$ cat config.mk
export PLATFORM = sky130hd
export DESIGN_NAME = sdio_clk_en_ctrl
export DESIGN_NICKNAME = d
export VERILOG_FILES = /design/src/rtl/sdio_clk_en_ctrl.sv
export SDC_FILE = /design/constraint.sdc
export NUM_CORES = 1
export LEC_CHECK = 0
export BUFFER_PORTS_ARGS = -buffer_cell sky130_fd_sc_hd__buf_2
export CORE_ASPECT_RATIO = 2
export CORE_MARGIN = 2
export CORE_UTILIZATION = 36
export CTS_BUF_LIST = sky130_fd_sc_hd__clkbuf_8
export DETAILED_ROUTE_END_ITERATION = 16
export GPL_TIMING_DRIVEN = 0
export PLACE_DENSITY = 0.53
export SYNTH_ARGS = -nofsm -noshare
export SYNTH_HDL_FRONTEND = slang
export SYNTH_SLANG_ARGS = --single-unit
$ cat constraint.sdc
create_clock -name clk_i -period 2.35 [get_ports clk_i]
set_input_delay 0.1175 -clock clk_i [delete_from_list [all_inputs] [get_ports clk_i]]
set_output_delay 0.1175 -clock clk_i [all_outputs]
set_load 0.01 [all_outputs]
$ cat src/rtl/sdio_clk_en_ctrl.sv
// SD card clock enable generator: divides clk_i into one-cycle enable pulses for the
// downstream clock gate, with clean stop/restart for flow control and auto-idle.
module sdio_clk_en_ctrl #(
    parameter int DIV_W  = 8,
    parameter int IDLE_W = 8
) (
    input  logic              clk_i,
    input  logic              rst_ni,
    input  logic              enable_i,
    input  logic [DIV_W-1:0]  div_i,
    input  logic              stop_req_i,
    output logic              stop_ack_o,
    input  logic              auto_idle_i,
    input  logic [IDLE_W-1:0] idle_limit_i,
    input  logic              bus_busy_i,
    output logic              clk_en_o,
    output logic              sd_edge_o,
    output logic [1:0]        state_o
);

    typedef enum logic [1:0] {
        ST_OFF      = 2'd0,
        ST_RUN      = 2'd1,
        ST_STOPPING = 2'd2,
        ST_STOPPED  = 2'd3
    } state_t;

    localparam logic [IDLE_W-1:0] IDLE_MAX = '1;

    state_t            state_q;
    logic [DIV_W-1:0]  cnt_q;
    logic [DIV_W-1:0]  div_q;
    logic [IDLE_W-1:0] idle_cnt_q;
    logic              idle_stop_q;
    logic              clk_en_q;
    logic              sd_edge_q;
    logic              stop_ack_q;

    logic wrap;
    logic idle_hit;
    logic go_stop;
    logic resume;

    always_comb begin
        wrap     = (cnt_q == div_q);
        idle_hit = auto_idle_i && (idle_limit_i != '0) && (idle_cnt_q == idle_limit_i);
        go_stop  = stop_req_i || idle_hit;
        // An idle stop may only be woken by bus activity while auto-idle stays armed.
        resume   = !stop_req_i && (!auto_idle_i || bus_busy_i || !idle_stop_q);
    end

    always_ff @(posedge clk_i or negedge rst_ni) begin
        if (!rst_ni) begin
            state_q     <= ST_OFF;
            cnt_q       <= '0;
            div_q       <= '0;
            idle_cnt_q  <= '0;
            idle_stop_q <= 1'b0;
            clk_en_q    <= 1'b0;
            sd_edge_q   <= 1'b0;
            stop_ack_q  <= 1'b0;
        end else begin
            sd_edge_q <= clk_en_q;
            clk_en_q  <= 1'b0;
            if (!enable_i) begin
                state_q     <= ST_OFF;
                cnt_q       <= '0;
                idle_cnt_q  <= '0;
                idle_stop_q <= 1'b0;
                stop_ack_q  <= 1'b0;
            end else begin
                case (state_q)
                    ST_OFF: begin
                        state_q <= ST_RUN;
                        cnt_q   <= '0;
                        div_q   <= div_i;
                    end
                    ST_RUN: begin
                        if (wrap) begin
                            cnt_q <= '0;
                            div_q <= div_i;
                        end else begin
                            cnt_q <= cnt_q + 1'b1;
                        end
                        // A wrap coinciding with the stop decision is already withheld.
                        if (go_stop) begin
                            state_q     <= ST_STOPPING;
                            idle_cnt_q  <= '0;
                            idle_stop_q <= idle_hit;
                        end else begin
                            clk_en_q <= wrap;
                            if (bus_busy_i) begin
                                idle_cnt_q <= '0;
                            end else if (wrap && (idle_cnt_q != IDLE_MAX)) begin
                                idle_cnt_q <= idle_cnt_q + 1'b1;
                            end
                        end
                    end
                    ST_STOPPING: begin
                        if (wrap) begin
                            state_q    <= ST_STOPPED;
                            cnt_q      <= '0;
                            div_q      <= div_i;
                            stop_ack_q <= 1'b1;
                        end else begin
                            cnt_q <= cnt_q + 1'b1;
                        end
                    end
                    ST_STOPPED: begin
                        cnt_q <= '0;
                        if (resume) begin
                            state_q     <= ST_RUN;
                            div_q       <= div_i;
                            stop_ack_q  <= 1'b0;
                            idle_stop_q <= 1'b0;
                        end
                    end
                    default: begin
                        state_q <= ST_OFF;
                    end
                endcase
            end
        end
    end

    assign clk_en_o   = clk_en_q;
    assign sd_edge_o  = sd_edge_q;
    assign stop_ack_o = stop_ack_q;
    assign state_o    = state_q;

endmodule

Word-level counts from Yosys, hierarchy flattened
Index checks and enable logic that the tools add are counted.
{ "totals": {"inputBits": 22, "output_inout_bits": 5, "register_bits": 30} }
{ "classes": {"n_addsub": 2, "n_eq_ne": 15, "muxes": 26, "n_reduce_logical": 19} }
{ "op_table": {"columns": ["cell", "count"], "rows": [
  ["$mux W8", 9],
  ["$pmux W8 S3", 1],
  ["$add A8 B1 Y8 const B", 2],
  ["$eq A8 B8 Y1", 2],
  ["$pmux W8 S2", 1],
  ["$reduce_and A3 Y1", 4],
  ["$ne A3 B3 Y1 const B", 3],
  ["$mux W1", 8],
  ["$mux W2", 4],
  ["$ne A8 B8 Y1 const B", 1],
  ["$pmux W2 S4", 1],
  ["$reduce_bool A8 Y1", 1],
  ["$ne A3 B1 Y1 const B", 2],
  ["$eq A2 B2 Y1 const B", 2],
  ["$logic_and A1 B1 Y1", 4],
  ["$ne A2 B1 Y1 const B", 2],
  ["$ne A4 B1 Y1 const B", 1],
  ["$pmux W1 S2", 2],
  ["$reduce_or A2 Y1", 2],
  ["$logic_not A1 Y1", 3],
  ["$logic_or A1 B1 Y1", 3],
  ["$eq A2 B1 Y1 const B", 1],
  ["$logic_not A2 Y1", 1],
  ["$ne A2 B2 Y1 const B", 1],
  ["$reduce_and A2 Y1", 1]
]} }

Depth between registers and ports, before layout
{ "depth": {"ltp_word": 7, "mapped_depth": 8, "ltp_nobuf": 7} }

Worst setup path after synthesis
Ideal clock, no wire load.
{ "synth_path": {"path_kind": "register to register", "from": "register idle_cnt_q[1]", "to": "register idle_cnt_q[0]", "setup_slack_ns": 0.531, "required_time_ns": 2.225, "setup_time_ns": 0.125, "arrival_ns": 1.695, "path_stages_with_launch": 8, "cell_sequence": "dfrtp_1 > xor2_1 > nor4_2 > nand3_2 > and3_1 > buf_6 > and3_4 > mux2_2"} }
{ "synth_via": {"elab_chain_cells": 6, "elab_cells_between_ends": 10, "classes_between": "eq/ne (3); mux (3); reduce/logical (4)"} }
{ "synth_lines": {"columns": ["item", "line", "rtl"], "rows": [
  ["start: declaration", "33", "logic [IDLE_W-1:0] idle_cnt_q;"],
  ["start signal: assignment", "95", "idle_cnt_q <= idle_cnt_q + 1'b1;"],
  ["$eq A8 B8 Y1", "46", "idle_hit = auto_idle_i && (idle_limit_i != '0) && (idle_cnt_q == idle_limit_i);"],
  ["$logic_and A1 B1 Y1", "46", null],
  ["$logic_or A1 B1 Y1", "47", "go_stop = stop_req_i || idle_hit;"],
  ["$mux W8", "86", "if (go_stop) begin"],
  ["$mux W8", "72", "case (state_q)"],
  ["$mux W8", "65", "if (!enable_i) begin"]
]} }
Parallel ways exist; a longest one is shown, timed or not. The select of a mux whose other input is x is not followed.
A chain may end at the register's enable or synchronous reset.

Final worst setup path
{ "layout_path": {"from": "register cnt_q[2]", "to": "register div_q[3]"} }
{ "layout_via": {"elab_chain_cells": 3} }
{ "layout_lines": {"columns": ["item", "line", "rtl"], "rows": [
  ["start: declaration", "31", "logic [DIV_W-1:0] cnt_q;"],
  ["start signal: assignment", "83", "cnt_q <= cnt_q + 1'b1;"],
  ["start signal: assignment", "106", "cnt_q <= cnt_q + 1'b1;"],
  ["$eq A8 B8 Y1", "45", "wrap = (cnt_q == div_q);"],
  ["$ne A2 B1 Y1 (no line)", null, null],
  ["$reduce_and A3 Y1 (no line)", null, null],
  ["end signal: assignment", "76", "div_q <= div_i;"],
  ["end signal: assignment", "81", "div_q <= div_i;"],
  ["end signal: assignment", "103", "div_q <= div_i;"],
  ["end: declaration", "32", "logic [DIV_W-1:0] div_q;"]
]} }
Every way passes these cells.

==> impl_metrics.yaml <==
yosys:
  ys_dominant_reg_cell: "dfrtp_1"
  synth_cells: 165
  synth-adder-area-share_pct: 3.60
  synth_area_um2: 1740
  ys_warn_count: 0
  synth.area.top_cells: "dfrtp_1 43%, xnor2_1 5.6%, xor2_1 5.6%"
  synth_largest_area_cell: "dfrtp_1"
  syn_nets: 192
  synth_top_area_share_pct: 43.3
  ys_async_sr_fraction_pct: 100
  synth_top_family_by_area: "simple AND/OR/NAND/NOR gates"
  synth-compound-area-share_pct: 8.00
  yosys.area_share.simple_pct: 22.5
  yosys-top-cells-count: "30 x dfrtp_1, 14 x nor2_1"
  ys_types: 40
  synth_seq_area_share_pct: 43.3
  synth.avg_cell_area_um2: 10.5
  yosys_register_bits: 30
  synth_edf_count: 0
  synth_most_common_cell: "dfrtp_1"
  yosys-mux-area-fraction_pct: 7.57
  synth_xor_area_share_pct: 11.1
global_routing:
  antenna_found_initial: 0
  first_global_vias: 1415
  track_usage_pct: 15.7
  grt_overflow: 0
  grt_max_degree: 31
  grt_first_pass_wirelength_mm: 6.16
drt:
  first_iter_violations: 37
  ant_nets: 0
  drt_first_pass_iters: 4
  vias_per_cell: 5.39
  dr_wl_met2_mm: 2.13
  wl_per_cell_um: 14.4
  met1_length_mm: 1.30
  top_layer_used: "met4"
  vias: 1374
  wl_met3_um: 134
  totalWireLength_mm: 3.68
  drcViolationCount: 0
die:
  core-area_um2: 4640
  chipHeight_um: 102
  initial_utilization_pct: 37.4
  ios: 27
  die_area_um2: 5430
  fp-row-count: 35
  die_w_um: 53.1
cts:
  clk_latency_ns: 0.28
  cts_made_buffers: 5
  ctsResizeCount: 0
  path_clk_slew_ns: 0.07
  cts-root-buf: "clkbuf_8"
  cts_tree: "done"
  numClockSinks: 30
  h-tree-depth: 2
  clock_path_buffers: 2
worst_hold_path:
  hp-class: "in2reg"
  hp-start: "div_i[6]"
  hold_end: "div_q[6]"
  hold_depth: 2
setup_path:
  crit_fanout: 8
  crit_top_cell: "nor2_1"
  end_kind: "flip-flop"
  cp_slowest_cell: "dfrtp_1"
  cp.required_ns: 2.51
  path_buf_inv: 0
  crit_path_start_kind: "flip-flop"
  r2r_setup_slack_ns: 0.18
  arrival_ns: 2.33
  ff2ff_path_depth: 6
  r2r_end: "div_q[3]"
  worstPathCellList: "xnor2_1, nand4_1, nor2_1, nor2_1, nor2_4, mux2_2"
  crit_type: "reg2reg"
  critical-path-top-delay-family: "simple AND/OR/NAND/NOR gates"
  regToRegStartpoint: "cnt_q[2]"
  max_stage_delay_ns: 0.45
sta:
  period_needed_ns: 2.17
  final_max_slew_viol_count: 0
  finalSetupViolCount: 0
  rsz0062_at_grt: "no"
  worst_clock_skew_ns: 0.00957
  worst_pin_slew_ns: 0.679
  fmax_mhz: 462
  holdWs_ns: 0.0573
  setup_tns_ns: 0
  hold_violations: 0
  finalCritPeriodShare_pct: 92.2
  relSlewSlack_pct: 54.8
power_and_ir_drop:
  p_leak_nw: 0.936
  ir_drop_mv: 0.418
  p_per_area_nw_per_um2: 781
placement:
  hpwl_mm: 2.85
  io_buffers: 26
  dp_cells: 246
  gp_congestion: 0.786
layout:
  nets: 226
  stdcell_count: 255
  diodes: 0
  area_delta_synth_final_pct: 17.3
  layout-drive-gt1-share_pct: 27.0
outcome:
  status: "completed"
flow_run:
  max-cap-violations: 0
## metrics by stage
step | utilization [%] | cell area, um^2 | power [mW] | setup slack, ns
floorplan | - | 1740 | 1.04 | 0.531
global placement | 41.7 | 1930 | 1.17 | 0.193
detailed placement | 41.7 | 1930 | 1.18 | 0.221
CTS | 43.9 | 2040 | 1.62 | 0.186
global route | 43.9 | 2040 | 1.70 | 0.0471
finish | 43.9 | 2040 | 1.59 | 0.184
## report_power, final
group | leakage, nW | total, mW | internal, mW | switching (mW)
sequential | 0.398 | 0.703 | 0.619 | 0.0838
combinational | 0.486 | 0.457 | 0.231 | 0.226
clock | 0.0524 | 0.429 | 0.232 | 0.197
## layout by cell type, fill, tap and decap left out, types with 2 or more instances in the layout
cell type	Yosys	layout
nor4_2	3	3
nand2b_1	4	4
ha_1	5	5
buf_6	4	4
a21oi_1	2	2
xnor2_1	11	11
mux2_1	2	2
o211ai_1	3	3
mux2i_1	3	3
xor2_1	11	11
o21ai_0	5	5
o31ai_1	2	2
mux2_2	7	7
nand2_1	11	11
dfrtp_1	30	30
nor2b_1	2	2
nor2_1	14	14
inv_1	4	5
nand4_1	5	5
and3_1	6	6
o41ai_1	2	2
nand3_1	11	11
buf_2	1	27
clkbuf_8	0	6
## layout make-up
class	instances	area (um^2)
flip-flops and latches	30	751
repair buffers	27	140
inverters	4	15.0
clock inverters	2	8.76
plain buffers	6	53.8
clock buffers	6	82.6
fillers	501	2610
multi-input cells	125	916
well taps	55	68.8
## cells by family (layout without fill, tap and decap cells)
kind of cell,Yosys count,count (layout)
simple gates,66,66
flops,30,30
xor+xnor,22,22
compound gates,20,20
mux,12,12
buf+inv,10,45
fa+ha+maj,5,5
## routing by layer
layer	vias up	global-route usage [%]
met4	0	8.68
li1	651	-
met5	-	0
met1	677	13.7
met2	36	30.8
met3	10	3.07
## worst max-delay path by stage
stage               endpoint           from  depth (start not counted)  slack (ns)
2_1_floorplan  idle_cnt_q[0]  idle_cnt_q[1]                          7        0.53
3_3_place_gp        div_q[4]       cnt_q[2]                          6        0.19
3_5_place_dp        div_q[5]       cnt_q[2]                          6        0.22
4_1_cts             div_q[5]       cnt_q[2]                          6        0.19
5_1_grt             div_q[5]       cnt_q[2]                          6        0.05
6_report            div_q[3]       cnt_q[2]                          6        0.18
## registers in the layout (all words and copies together) (netlist names)
register     flops
clk_en_o         1
cnt_q            8
div_q            8
idle_cnt_q       8
idle_stop_q      1
sd_edge_o        1
state_o          2
stop_ack_o       1
## repair_timing
| item | CTS | global route |
|---|---|---|
| hold endpoints to repair | 30 | 0 |
| hold buffers | 1 | 0 |
| endpoints found under the setup margin | 0 | 0 |
| setup buffers | 0 | 0 |
Note: power is estimated with default switching activity, not from simulation.
